==> src/rtl/ser8_tx.sv <==
// Byte-serial transmitter: start bit, 8 data bits LSB first, stop bit,
// with each bit held for DIV clocks. All outputs are registered.
module ser8_tx #(
  parameter int unsigned DIV = 4
) (
  input  logic       CK,
  input  logic       RSTN,
  input  logic [7:0] I,
  input  logic       LD,
  output logic       RDY,
  output logic       SO,
  output logic       DONE
);

  localparam int unsigned CW = (DIV > 1) ? $clog2(DIV) : 1;
  localparam logic [CW-1:0] CMAX = CW'(DIV - 1);

  typedef enum logic [1:0] {IDLE, START, DATA, STOP} state_t;

  state_t        st;
  logic [CW-1:0] cnt;
  logic [2:0]    idx;
  logic [7:0]    sh;
  logic          last;

  assign last = (cnt == CMAX);

  always_ff @(posedge CK) begin
    if (!RSTN) begin
      st   <= IDLE;
      SO   <= 1'b1;
      RDY  <= 1'b1;
      DONE <= 1'b0;
      cnt  <= '0;
      idx  <= '0;
      sh   <= '0;
    end else begin
      DONE <= 1'b0;
      case (st)
        IDLE: begin
          if (LD) begin
            sh  <= I;
            st  <= START;
            SO  <= 1'b0;
            RDY <= 1'b0;
            cnt <= '0;
          end
        end
        START: begin
          if (last) begin
            cnt <= '0;
            idx <= '0;
            st  <= DATA;
            SO  <= sh[0];
          end else begin
            cnt <= cnt + CW'(1);
          end
        end
        DATA: begin
          if (last) begin
            cnt <= '0;
            idx <= idx + 3'd1;
            sh  <= {1'b0, sh[7:1]};
            // sh[1] is the bit that becomes sh[0] after this shift
            if (idx == 3'd7) begin
              st <= STOP;
              SO <= 1'b1;
            end else begin
              SO <= sh[1];
            end
          end else begin
            cnt <= cnt + CW'(1);
          end
        end
        STOP: begin
          if (last) begin
            cnt  <= '0;
            st   <= IDLE;
            RDY  <= 1'b1;
            DONE <= 1'b1;
          end else begin
            cnt <= cnt + CW'(1);
          end
        end
        default: st <= IDLE;
      endcase
    end
  end

endmodule

==> config.mk <==
export PLATFORM = sky130hd
export DESIGN_NAME = ser8_tx
export DESIGN_NICKNAME = d
export VERILOG_FILES = /design/src/rtl/ser8_tx.sv
export SDC_FILE = /design/constraint.sdc
export NUM_CORES = 1
export LEC_CHECK = 0
export BUFFER_PORTS_ARGS = -buffer_cell sky130_fd_sc_hd__buf_2
export CAP_MARGIN = 30
export CORE_AREA = 2 2 68 44
export DETAILED_ROUTE_END_ITERATION = 8
export DIE_AREA = 0 0 70 46
export HOLD_SLACK_MARGIN = 0.15
export PLACE_DENSITY_LB_ADDON = 0.3
export SYNTH_ARGS = -nofsm -noshare
export SYNTH_HDL_FRONTEND = slang
export SYNTH_SLANG_ARGS = --single-unit
==> constraint.sdc <==
create_clock -name CK -period 2 [get_ports CK]
set_input_delay 0.3 -clock CK [delete_from_list [all_inputs] [get_ports CK]]
set_output_delay 0.3 -clock CK [all_outputs]
set_load 0.01 [all_outputs]
# == Yosys cells after proc, flatten, opt, wreduce, memory -nomap -nowiden ==
# Cells that the tools add are included.
# op_classes
addsub,2
n_eq_ne,10
muxes,23
n_reduce_logical,12
# ops
op,n
$mux W8,2
$pmux W8 S2,1
$mux W2,7
$ne A2 B2 Y1 const B,5
$reduce_and A3 Y1,3
$pmux W2 S4,1
$eq A2 B2 Y1 const B,3
$mux W1,6
$mux W3,2
$pmux W3 S2,1
$reduce_bool A2 Y1,3
$reduce_and A5 Y1,1
$pmux W2 S2,1
$reduce_and A4 Y1,1
$add A3 B1 Y3 const B,1
$eq A3 B3 Y1 const B,1
$pmux W1 S3,1
$reduce_bool A3 Y1,1
$reduce_or A3 Y1,1
$add A2 B1 Y2 const B,1
$eq A2 B1 Y1 const B,1
$logic_not A2 Y1,1
$pmux W1 S2,1
$reduce_and A2 Y1,1
# totals
reg_bits,18

# == Logic depth before layout (Yosys ltp) ==
# Gate-level depths: netlist (run 1).
# depth
word_depth,4
mapped_depth,7
mapped_depth_nobuf,5

# == Least setup slack after synthesis (run 1) ==
# OpenSTA, ideal clock, no wires.
# synth_path
path_kind,reg-to-reg
start,reg st[0]
end,reg sh[0]
setup_time_ns,0.140
arrival_ns,1.377
required_time_ns,1.860
slack_ns,0.483
path_stages_with_launch,8
path_buffers,2
cell_sequence,dfxtp_1 -> inv_1 -> ha_1 -> buf_6 -> or2_2 -> buf_2 -> a31oi_1 -> a211oi_1
# synth_between
elab_chain_len,3
word_cells_on_any_way,7
cone_classes,3 x eq/ne; 1 x mux; 3 x reduce/logical
# synth_lines
element,line_no,text
from (decl),20,state_t st;
from (signal assigned),30,st <= IDLE;
from (signal assigned),43,st <= START;
from (signal assigned),53,st <= DATA;
$eq A2 B2 Y1 / $logic_not A2 Y1 (equally long branches),39,case (st)
$ne A2 B2 Y1 (no source line) / $reduce_bool A2 Y1 (equally long branches),-,
$reduce_and A3 Y1 (no source line),-,
to (signal assigned),63,"sh <= {1'b0, sh[7:1]};"
to (decl),23,logic [7:0] sh;
# Several ways; a longest one is shown, not always the timed one.
# A chain may end at the register's enable or synchronous reset.

# == Final worst setup path (run 1) ==
# Same ends and word-level chain as after synthesis.

==> impl_metrics.json, run 1 <==
{
  "run_status": "complete, no violations",
  "grt.overflow.total": 0,
  "synth-compound-area-share": 0.235,
  "fp.dieArea_sq_um": 3220,
  "final_net_count": 131,
  "first_global_vias": 782,
  "worst_setup_timing_slack_at_the_placement_stage_ns": 0.172,
  "drtIter0Drc": 40,
  "grt_antenna_before_repair": 0,
  "cp.required_ns": 2.11,
  "clk_latency_ns": 0.25,
  "worst_hold_slack_ns": 0.284,
  "setup.worst_path.start_class": "register",
  "portBuffers": 13,
  "totalPowerFinal_mw": 1.53,
  "drtAntennaViolNets": 0,
  "postSynthNetCount": 120,
  "clkSlewWorstSetupHoldPaths_ns": 0.07,
  "most_frequent_standard_cell_in_the_layout_excluding_fill_and_tap_cells": "sky130_fd_sc_hd__dfxtp_1",
  "multiInputGateArea_sq_um": 542,
  "crit-reg2reg-capture": "sh[0]$_SDFFE_PN0P_",
  "routed-via-count": 799,
  "regArea_sq_um": 360,
  "cts_tree": "built",
  "syn-mean-instance-area_sq_um": 9.51,
  "drv_cap": 0,
  "crit_arrival_ns": 1.94,
  "area_growth_pct": 10.3,
  "drive_gt1_frac": 0.198,
  "global_route.usage.total": 0.146,
  "max_slew_margin": 0.672,
  "number_of_primary_i_o_pins": 14,
  "chipHeight_um": 46,
  "cts_root_cell": "sky130_fd_sc_hd__clkbuf_8",
  "initial_utilization": 0.364,
  "power.density_nw_per_um2": 1430,
  "post-route-util": 0.401,
  "worst_case_reg_to_reg_path_depth": 5,
  "grt_start_max_net_pins": 16,
  "crit_end": "sh[0]$_SDFFE_PN0P_",
  "r2r_setup_slack_ns": 0.16,
  "cts_repair_resized_insts": 0,
  "ctsHoldBuffers": 0,
  "synthAdderAreaFrac": 0.0903,
  "report.final.hold_viol_count": 0,
  "chipWidth_um": 70,
  "yosys_warnings": 0,
  "grt_pass1_wl_um": 3640,
  "kind_of_critical_path": "reg -> reg",
  "highest_count_cells_in_the_layout_ignoring_fill_and_taps": "sky130_fd_sc_hd__dfxtp_1, sky130_fd_sc_hd__buf_2, sky130_fd_sc_hd__mux2i_1",
  "drt-total-wl_um": 2100,
  "dr.pass1.iters": 4,
  "antenna_cells": 0,
  "max_slew.worst_pin.slew_ns": 0.490,
  "syn-cell-area_sq_um": 970,
  "num_rows": 15,
  "largest_family_of_logic_cells_by_synthesized_area": "compound AO/OA/AOI/OAI gates",
  "min_period_over_period": 0.919,
  "worstSetupEndpointType": "register",
  "synth_flop_cell": "sky130_fd_sc_hd__dfxtp_1",
  "vias_per_cell": 5.51,
  "dr_wl_cell_um": 14.5,
  "synth-seq-cells": 18,
  "gpl.final_weighted_congestion": 0.753,
  "setup_skew_ns": 0.00574,
  "synth-seq-area-share": 0.372,
  "synthXorXnorAreaFrac": 0,
  "clock_tree.buffer_depth": 2,
  "final_setup_tns_ns": 0,
  "worstHoldPathType": "in -> reg",
  "share_of_flip_flops_with_an_asynchronous_set_or_reset_after_synthesis": 0,
  "netlist-cell-type-count": 32,
  "cts_made_buffers": 3,
  "route.detailed.drc": 0,
  "core-area_sq_um": 2670,
  "report.final.slew_viol_count": 0,
  "grt_setup_unrepaired": "no",
  "finalWorstSetupSlack_ns": 0.162,
  "synth_mux_area_frac": 0.0826,
  "report.final.setup_viol": 0,
  "cts.sinks": 18,
  "max-vdd-ir-drop_v": 0.000575,
  "post-cts-setup-buffer-count": 0,
  "static-leakage-power_nw": 0.430,
  "period_needed_ns": 1.84,
  "fillers": 260,
  "h-tree-depth": 1,
  "achievable-frequency_mhz": 544,
  "place_hpwl_um": 1530,
  "crit_path_start": "st[0]$_SDFFE_PN0P_",
  "postSynthCellCount": 102,
  "path_max_fanout": 13,
  "synth-edff-count": 0,
  "synthSimpleGateAreaFrac": 0.151,
  "worst_r2r_start": "st[0]$_SDFFE_PN0P_",
  "worstHoldPathCells": 2
}
layer usage:
metal / part of all wire / GRT usage
met5: 0 / 0
met4: 0.0038 / 0.0346
met3: 0.049 / 0.0553
met2: 0.44 / 0.240
met1: 0.51 / 0.187
final cells by class:
cell class,instances,area share
repair buffers,14,0.0678
inverters,3,0.0105
clock buffers,3,0.0386
flip-flops and latches,18,0.337
well taps,34,0.0398
multi-input cells,73,0.506
sequential cells by signal, indices dropped and copies added, names as in the netlist:
signal  count
RDY         1
idx         3
st          2
DONE        1
sh          8
cnt         2
SO          1
cell families (layout without fill, tap and decap cells):
logic type                 after synthesis  in the layout
and+or+nand+nor                         25             25
DFF                                     18             18
adders and majority gates                7              7
muxes                                    8              8
buffers and inverters                   11             20
AOI/OAI and AO/OA                       33             33
critical path, cell delays in order (launching register included):
cell and delay [ns]:
sky130_fd_sc_hd__dfxtp_1 0.38, sky130_fd_sc_hd__inv_1 0.08, sky130_fd_sc_hd__ha_1 0.37, sky130_fd_sc_hd__and2b_2 0.29
sky130_fd_sc_hd__nor3_2 0.42, sky130_fd_sc_hd__a211oi_1 0.14
where the power goes:
group / internal (mW) / switching (mW) / leakage [nW]
Clock: 0.134 / 0.115 / 0.0216
Combinational: 0.323 / 0.420 / 0.261
Sequential: 0.463 / 0.0723 / 0.148
through the flow:
stage | instances | cell area, sq um
final | 145 | 1070
after global routing | 145 | 1070
after CTS | 145 | 1070
after detailed placement | 142 | 1030
after global placement | 142 | 1030
after floorplan | 102 | 970
Yosys cell counts, types with 2 or more instances:
cell type | count | area (sq um)
sky130_fd_sc_hd__dfxtp_1 | 18 | 360
sky130_fd_sc_hd__mux2i_1 | 8 | 80.1
sky130_fd_sc_hd__a211oi_1 | 7 | 52.6
sky130_fd_sc_hd__a31oi_1 | 7 | 43.8
sky130_fd_sc_hd__ha_1 | 7 | 87.6
sky130_fd_sc_hd__a21oi_1 | 6 | 30.0
sky130_fd_sc_hd__nand2_1 | 6 | 22.5
sky130_fd_sc_hd__nor2_1 | 5 | 18.8
sky130_fd_sc_hd__nand2b_1 | 4 | 25.0
sky130_fd_sc_hd__o21ai_0 | 4 | 20.0
sky130_fd_sc_hd__buf_2 | 3 | 15.0
sky130_fd_sc_hd__inv_1 | 3 | 11.3
sky130_fd_sc_hd__a32oi_1 | 2 | 17.5
sky130_fd_sc_hd__buf_4 | 2 | 15.0
sky130_fd_sc_hd__buf_6 | 2 | 22.5
sky130_fd_sc_hd__nand3b_1 | 2 | 15.0
how the worst min path moves through the flow:
stage          slack, ns                  end                 from
3_3_place_gp        0.46  idx[0]$_SDFFE_PN0P_  idx[0]$_SDFFE_PN0P_
5_1_grt             0.31     RDY$_SDFFE_PN1P_                 RSTN
4_1_cts             0.28     RDY$_SDFFE_PN1P_                 RSTN
3_5_place_dp        0.47  idx[0]$_SDFFE_PN0P_  idx[0]$_SDFFE_PN0P_
2_1_floorplan       0.38     RDY$_SDFFE_PN1P_                 RSTN
6_report            0.28     RDY$_SDFFE_PN1P_                 RSTN
No activity file was read; power rests on OpenSTA's default activity.
==> run 2, diff against run 1 <==
ABC_AREA = 1   (was not set)
CAP_MARGIN = not set   (was 30)
CORE_AREA = 2 2 67 44   (was 2 2 68 44)
DIE_AREA = 0 0 69 46   (was 0 0 70 46)
==> run 2 against run 1 <==
Against the previous run:
- total power is 6.5% higher
- clock-buffer cell count rose by 1
- sequential power is 2% higher
- maximum frequency increased by 13%
- clock power grew 20%
- design area is 3.0% higher
- sequential share of layout area fell by 0.99 points
- largest power group unchanged
==> impl_metrics.json, run 2 <==
{
  "report.final.slew_viol_count": 0,
  "clkSlewWorstSetupHoldPaths_ns": 0.07,
  "worst_setup_timing_slack_at_the_placement_stage_ns": 0.372,
  "static-leakage-power_nw": 0.539,
  "worstSetupEndpointType": "register",
  "synth_top_area_share": 0.381,
  "netlist-cell-type-count": 20,
  "first_global_vias": 713,
  "report.final.setup_viol": 0,
  "drive_gt1_frac": 0.169,
  "drt-total-wl_um": 1960,
  "cp.required_ns": 2.16,
  "synth-seq-cells": 18,
  "post-cts-setup-buffer-count": 0,
  "postSynthNetCount": 151,
  "syn-cell-area_sq_um": 946,
  "core-area_sq_um": 2630,
  "grt_setup_unrepaired": "no",
  "number_of_primary_i_o_pins": 14,
  "grt_start_max_net_pins": 16,
  "vias_per_cell": 4.68,
  "max_slew_margin": 0.663,
  "achievable-frequency_mhz": 615,
  "final_net_count": 167,
  "synth_flop_cell": "sky130_fd_sc_hd__dfxtp_1",
  "max-vdd-ir-drop_v": 0.000566,
  "most_frequent_standard_cell_in_the_layout_excluding_fill_and_tap_cells": "sky130_fd_sc_hd__nand2_1",
  "grt.overflow.total": 0,
  "grt_pass1_wl_um": 3200,
  "drv_cap": 0,
  "fp.dieArea_sq_um": 3170,
  "clock_tree.buffer_depth": 2,
  "cts_root_cell": "sky130_fd_sc_hd__clkbuf_8",
  "max_slew.worst_pin.slew_ns": 0.506,
  "synth_common_cells": "sky130_fd_sc_hd__nand2_1, sky130_fd_sc_hd__nor2_1, sky130_fd_sc_hd__inv_1",
  "finalWorstSetupSlack_ns": 0.375,
  "setup.worst_path.start_class": "register",
  "cts_repair_resized_insts": 0,
  "report.final.hold_viol_count": 0,
  "path_max_fanout": 15,
  "chipHeight_um": 46,
  "final_setup_tns_ns": 0,
  "h-tree-depth": 1,
  "totalPowerFinal_mw": 1.62,
  "min_period_over_period": 0.813,
  "postSynthCellCount": 133,
  "cts_tree": "built",
  "share_of_flip_flops_with_an_asynchronous_set_or_reset_after_synthesis": 0,
  "worstHoldPathType": "in -> reg",
  "synth_area_leaders": "sky130_fd_sc_hd__dfxtp_1, sky130_fd_sc_hd__o21ai_0, sky130_fd_sc_hd__ha_1",
  "fillers": 264,
  "num_rows": 15,
  "initial_utilization": 0.360,
  "yosys_warnings": 0,
  "gpl.final_weighted_congestion": 0.810,
  "synth-seq-area-share": 0.381,
  "dr.pass1.iters": 4,
  "area_growth_pct": 16.5,
  "worstHoldPathCells": 2,
  "crit_arrival_ns": 1.78,
  "dr_wl_cell_um": 10.8,
  "syn-mean-instance-area_sq_um": 7.11,
  "highest_count_cells_in_the_layout_ignoring_fill_and_taps": "sky130_fd_sc_hd__nand2_1, sky130_fd_sc_hd__nor2_1, sky130_fd_sc_hd__inv_1, sky130_fd_sc_hd__dfxtp_1, sky130_fd_sc_hd__o21ai_0",
  "clk_latency_ns": 0.26,
  "top_regs": "sh: 8 flops, idx: 3 flops",
  "drtAntennaViolNets": 0,
  "kind_of_critical_path": "reg -> reg",
  "global_route.usage.total": 0.135,
  "period_needed_ns": 1.63,
  "drtIter0Drc": 60,
  "synth-edff-count": 0,
  "portBuffers": 13,
  "setup_skew_ns": 0.00406,
  "grt_antenna_before_repair": 0,
  "largest_reg_flops": 8,
  "chipWidth_um": 69,
  "run_status": "complete, no violations",
  "antenna_cells": 0,
  "cts_made_buffers": 3,
  "place_hpwl_um": 1490,
  "cts.sinks": 18,
  "most_frequent_cell_after_synthesis": "sky130_fd_sc_hd__nand2_1",
  "max_flop_register": "sh",
  "worst_case_reg_to_reg_path_depth": 7,
  "ctsHoldBuffers": 0,
  "synth_largest_area_cell": "sky130_fd_sc_hd__dfxtp_1",
  "routed-via-count": 851,
  "power.density_nw_per_um2": 1470,
  "route.detailed.drc": 0
}
-- run 2: final timing paths --
check	startpoint	endpoint	slack (ns)
min	RSTN	SO$_SDFFE_PN1P_	0.32
max reg2reg	st[0]$_SDFFE_PN0P_	sh[2]$_SDFFE_PN0P_	0.37
min reg2reg	sh[7]$_SDFFE_PN0P_	sh[7]$_SDFFE_PN0P_	0.47
max	st[0]$_SDFFE_PN0P_	sh[2]$_SDFFE_PN0P_	0.37
-- run 2: stage by stage --
step,instances,cell area (sq um),utilization,hold slack [ns]
after floorplan,133,946,-,0.440
after global placement,178,1050,0.399,0.452
after detailed placement,178,1050,0.399,0.464
after CTS,182,1100,0.420,0.322
after global routing,182,1100,0.420,0.335
final,182,1100,0.420,0.324
-- run 2: power by group --
part           internal [mW]  switching, mW  total, mW
registers              0.476         0.0679      0.544
logic                  0.278          0.505      0.784
clock network          0.175          0.122      0.297
total                  0.929          0.696       1.62
-- run 2: logic make-up after synthesis --
| logic type | after synthesis | share of synthesized area |
|---|---|---|
| AOI/OAI and AO/OA | 30 | 0.169 |
| adders and majority gates | 7 | 0.0926 |
| buffers and inverters | 24 | 0.0979 |
| DFF | 18 | 0.381 |
| and+or+nand+nor | 54 | 0.259 |
-- run 2: critical path: stages (launching register included) --
cell	delay [ns]
sky130_fd_sc_hd__dfxtp_1	0.33
sky130_fd_sc_hd__inv_1	0.10
sky130_fd_sc_hd__ha_1	0.48
sky130_fd_sc_hd__nor2_2	0.15
sky130_fd_sc_hd__nor2_8	0.20
sky130_fd_sc_hd__inv_2	0.10
sky130_fd_sc_hd__nor2_1	0.12
sky130_fd_sc_hd__nor2_1	0.06
-- run 2: layout make-up --
cell class,instances,area [sq um],share of cell area
inverter,21,78.8,0.0715
multi-input combinational,91,493,0.447
clock buffer,4,55.1,0.0499
sequential,18,360,0.327
tap,34,42.5,0.0386
timing repair buffer,14,72.6,0.0658
-- run 2: layer usage --
layer | global-route usage | part of all wire | up-vias
li1 | - | - | 451
met1 | 0.165 | 0.50 | 365
met2 | 0.221 | 0.43 | 30
met3 | 0.0487 | 0.060 | 5
met4 | 0.0588 | 0.011 | 0
met5 | 0 | 0 | -
==> run 3, diff against run 2 <==
ABC_AREA = 0   (was 1)
CORE_AREA = 2 2 68 44   (was 2 2 67 44)
DIE_AREA = 0 0 70 46   (was 0 0 69 46)
clock period = 1.6 ns   (was 2 ns; I/O delays follow)
==> run 3 against run 2 <==
Against the previous run:
- wire length increased by 6.4%
- clock skew decreased by 0.0034 ns
- largest cell class unchanged
- cell count decreased by 16%
- global-route usage increased by 0.43 points
- clock power increased by 5%
- total power increased by 25%
- sequential share of layout area decreased by 0.76 points
- core utilization increased by 0.54 points
==> impl_metrics.json, run 3 (synthesis gave the netlist of run 1 again) <==
{
  "run_status": "complete, no violations",
  "cts_repair_resized_insts": 0,
  "cts_made_buffers": 3,
  "chipHeight_um": 46,
  "area_growth_pct": 16.8,
  "finalWorstSetupSlack_ns": 0.102,
  "power.density_nw_per_um2": 1790,
  "route.detailed.drc": 0,
  "num_rows": 15,
  "max_slew_margin": 0.657,
  "grt_start_max_net_pins": 16,
  "post-cts-setup-buffer-count": 0,
  "r2r_setup_slack_ns": 0.10,
  "core-area_sq_um": 2670,
  "clock_tree.buffer_depth": 2,
  "most_frequent_standard_cell_in_the_layout_excluding_fill_and_tap_cells": "sky130_fd_sc_hd__dfxtp_1",
  "antenna_cells": 0,
  "worstHoldPathType": "in -> reg",
  "p_sw_frac": 0.382,
  "hold_start": "RSTN",
  "highest_count_cells_in_the_layout_ignoring_fill_and_taps": "sky130_fd_sc_hd__dfxtp_1, sky130_fd_sc_hd__buf_2, sky130_fd_sc_hd__mux2i_1, sky130_fd_sc_hd__buf_4",
  "worst_case_reg_to_reg_path_depth": 5,
  "clk_latency_ns": 0.25,
  "hold_end": "RDY$_SDFFE_PN1P_",
  "internal-power_mw": 1.25,
  "power_frac_clock": 0.154,
  "ctsHoldBuffers": 0,
  "cts_tree": "built",
  "number_of_primary_i_o_pins": 14,
  "max_flop_register": "sh",
  "grt_antenna_before_repair": 0,
  "power.switching_mw": 0.774,
  "global_route.usage.total": 0.139,
  "fillers": 271,
  "achievable-frequency_mhz": 667,
  "dr.pass1.iters": 4,
  "crit_arrival_ns": 1.64,
  "grt_pass1_wl_um": 3390,
  "setup_skew_ns": 0.000615,
  "drt-total-wl_um": 2090,
  "seq_power_share": 0.331,
  "multiInputGateArea_sq_um": 551,
  "h-tree-depth": 1,
  "fin_area_sq_um": 1130,
  "cts.sinks": 18,
  "fp.dieArea_sq_um": 3220,
  "crit-reg2reg-capture": "SO$_SDFFE_PN1P_",
  "min_period_over_period": 0.936,
  "static-leakage-power_nw": 0.461,
  "gpl.final_weighted_congestion": 0.739,
  "grt.overflow.total": 0,
  "cts_root_cell": "sky130_fd_sc_hd__clkbuf_8",
  "report.final.setup_viol": 0,
  "clkSlewWorstSetupHoldPaths_ns": 0.06,
  "regArea_sq_um": 362,
  "drv_cap": 0,
  "place_hpwl_um": 1540,
  "period_needed_ns": 1.50,
  "chipWidth_um": 70,
  "max_slew.worst_pin.slew_ns": 0.514,
  "vias_per_cell": 5.22,
  "dp.cells": 149,
  "post_dp_cell_area_sq_um": 1080,
  "worst_setup_timing_slack_at_the_placement_stage_ns": 0.0184,
  "dr_wl_cell_um": 13.7,
  "cp.required_ns": 1.74,
  "worstSetupEndpointType": "register",
  "final_net_count": 138,
  "top_regs": "sh: 8 flops, idx: 3 flops",
  "report.final.hold_viol_count": 0,
  "report.final.slew_viol_count": 0,
  "first_global_vias": 730,
  "post_layout_nonfiller_instances": 152,
  "kind_of_critical_path": "reg -> reg",
  "portBuffers": 13,
  "worst_r2r_start": "st[1]$_SDFFE_PN0P_",
  "largest_reg_flops": 8,
  "drtAntennaViolNets": 0,
  "path_max_fanout": 5,
  "setup.worst_path.start_class": "register",
  "routed-via-count": 793,
  "drive_gt1_frac": 0.280,
  "max-vdd-ir-drop_v": 0.000588,
  "initial_utilization": 0.364,
  "pwr-share-comb": 0.515,
  "worstHoldPathCells": 2,
  "drtIter0Drc": 52
}
==> run 3: cell count changes in the layout (fill, tap and decap cells not counted), moves of 3 or more <==
| cell | delta |
|---|---|
| sky130_fd_sc_hd__mux2i_1 | +8 |
| sky130_fd_sc_hd__nor2_1 | -15 |
| sky130_fd_sc_hd__a31oi_1 | +7 |
| sky130_fd_sc_hd__buf_4 | +7 |
| sky130_fd_sc_hd__o21ai_0 | -15 |
| sky130_fd_sc_hd__nand2b_1 | +3 |
| sky130_fd_sc_hd__nand2_1 | -17 |
| sky130_fd_sc_hd__inv_1 | -16 |
| sky130_fd_sc_hd__a211oi_1 | +6 |
| sky130_fd_sc_hd__nand3_1 | -5 |
==> run 3: critical path, stage by stage, from the launching register on <==
cell and delay [ns]:
sky130_fd_sc_hd__dfxtp_1 0.38, sky130_fd_sc_hd__inv_1 0.09, sky130_fd_sc_hd__ha_1 0.24, sky130_fd_sc_hd__nor2b_4 0.16, sky130_fd_sc_hd__o31a_1 0.27, sky130_fd_sc_hd__a211o_1 0.26
==> run 3: area by class of cell <==
cell class | instances | area share
clock buffers | 3 | 0.0365
repair buffers | 21 | 0.110
well taps | 34 | 0.0376
flip-flops and latches | 18 | 0.319
multi-input cells | 73 | 0.486
inverters | 3 | 0.00994
==> run 3: through the flow <==
step	setup TNS [ns]	hold WS [ns]	utilization	total power, mW
finish	0	0.226	0.425	2.02
global route	-0.00221	0.230	0.425	2.17
CTS	0	0.220	0.421	2.01
detailed placement	0	0.472	0.406	1.70
global placement	0	0.454	0.406	1.67
floorplan	0	0.316	-	1.44
==> run 3: routing by layer <==
metal	share of wire	track usage	vias up	routed length (um)
li1	-	-	416	-
met1	0.55	0.195	363	1150
met3	0.045	0.0531	2	93
met5	0	0	-	0
met2	0.40	0.196	12	834
met4	0.0038	0.0462	0	8
==> run 3: power groups by stage <==
stage	logic [mW]	clock network, mW	registers, mW
after CTS	1.02	0.325	0.665
final	1.04	0.311	0.670
after detailed placement	1.02	0	0.674
after global routing	1.15	0.342	0.683
after floorplan	0.784	0	0.656
after global placement	1.00	0	0.671
==> run 3: how the worst max path moves through the flow <==
stage | start | end | slack [ns] | cells past startpoint
2_1_floorplan | st[0]$_SDFFE_PN0P_ | sh[0]$_SDFFE_PN0P_ | 0.08 | 7
3_3_place_gp | cnt[0]$_SDFFE_PN0P_ | st[1]$_SDFFE_PN0P_ | 0.07 | 4
3_5_place_dp | st[0]$_SDFFE_PN0P_ | st[1]$_SDFFE_PN0P_ | 0.02 | 5
4_1_cts | st[0]$_SDFFE_PN0P_ | st[1]$_SDFFE_PN0P_ | 0.02 | 5
5_1_grt | st[1]$_SDFFE_PN0P_ | SO$_SDFFE_PN1P_ | -0.002 | 5
6_report | st[1]$_SDFFE_PN0P_ | SO$_SDFFE_PN1P_ | 0.10 | 5
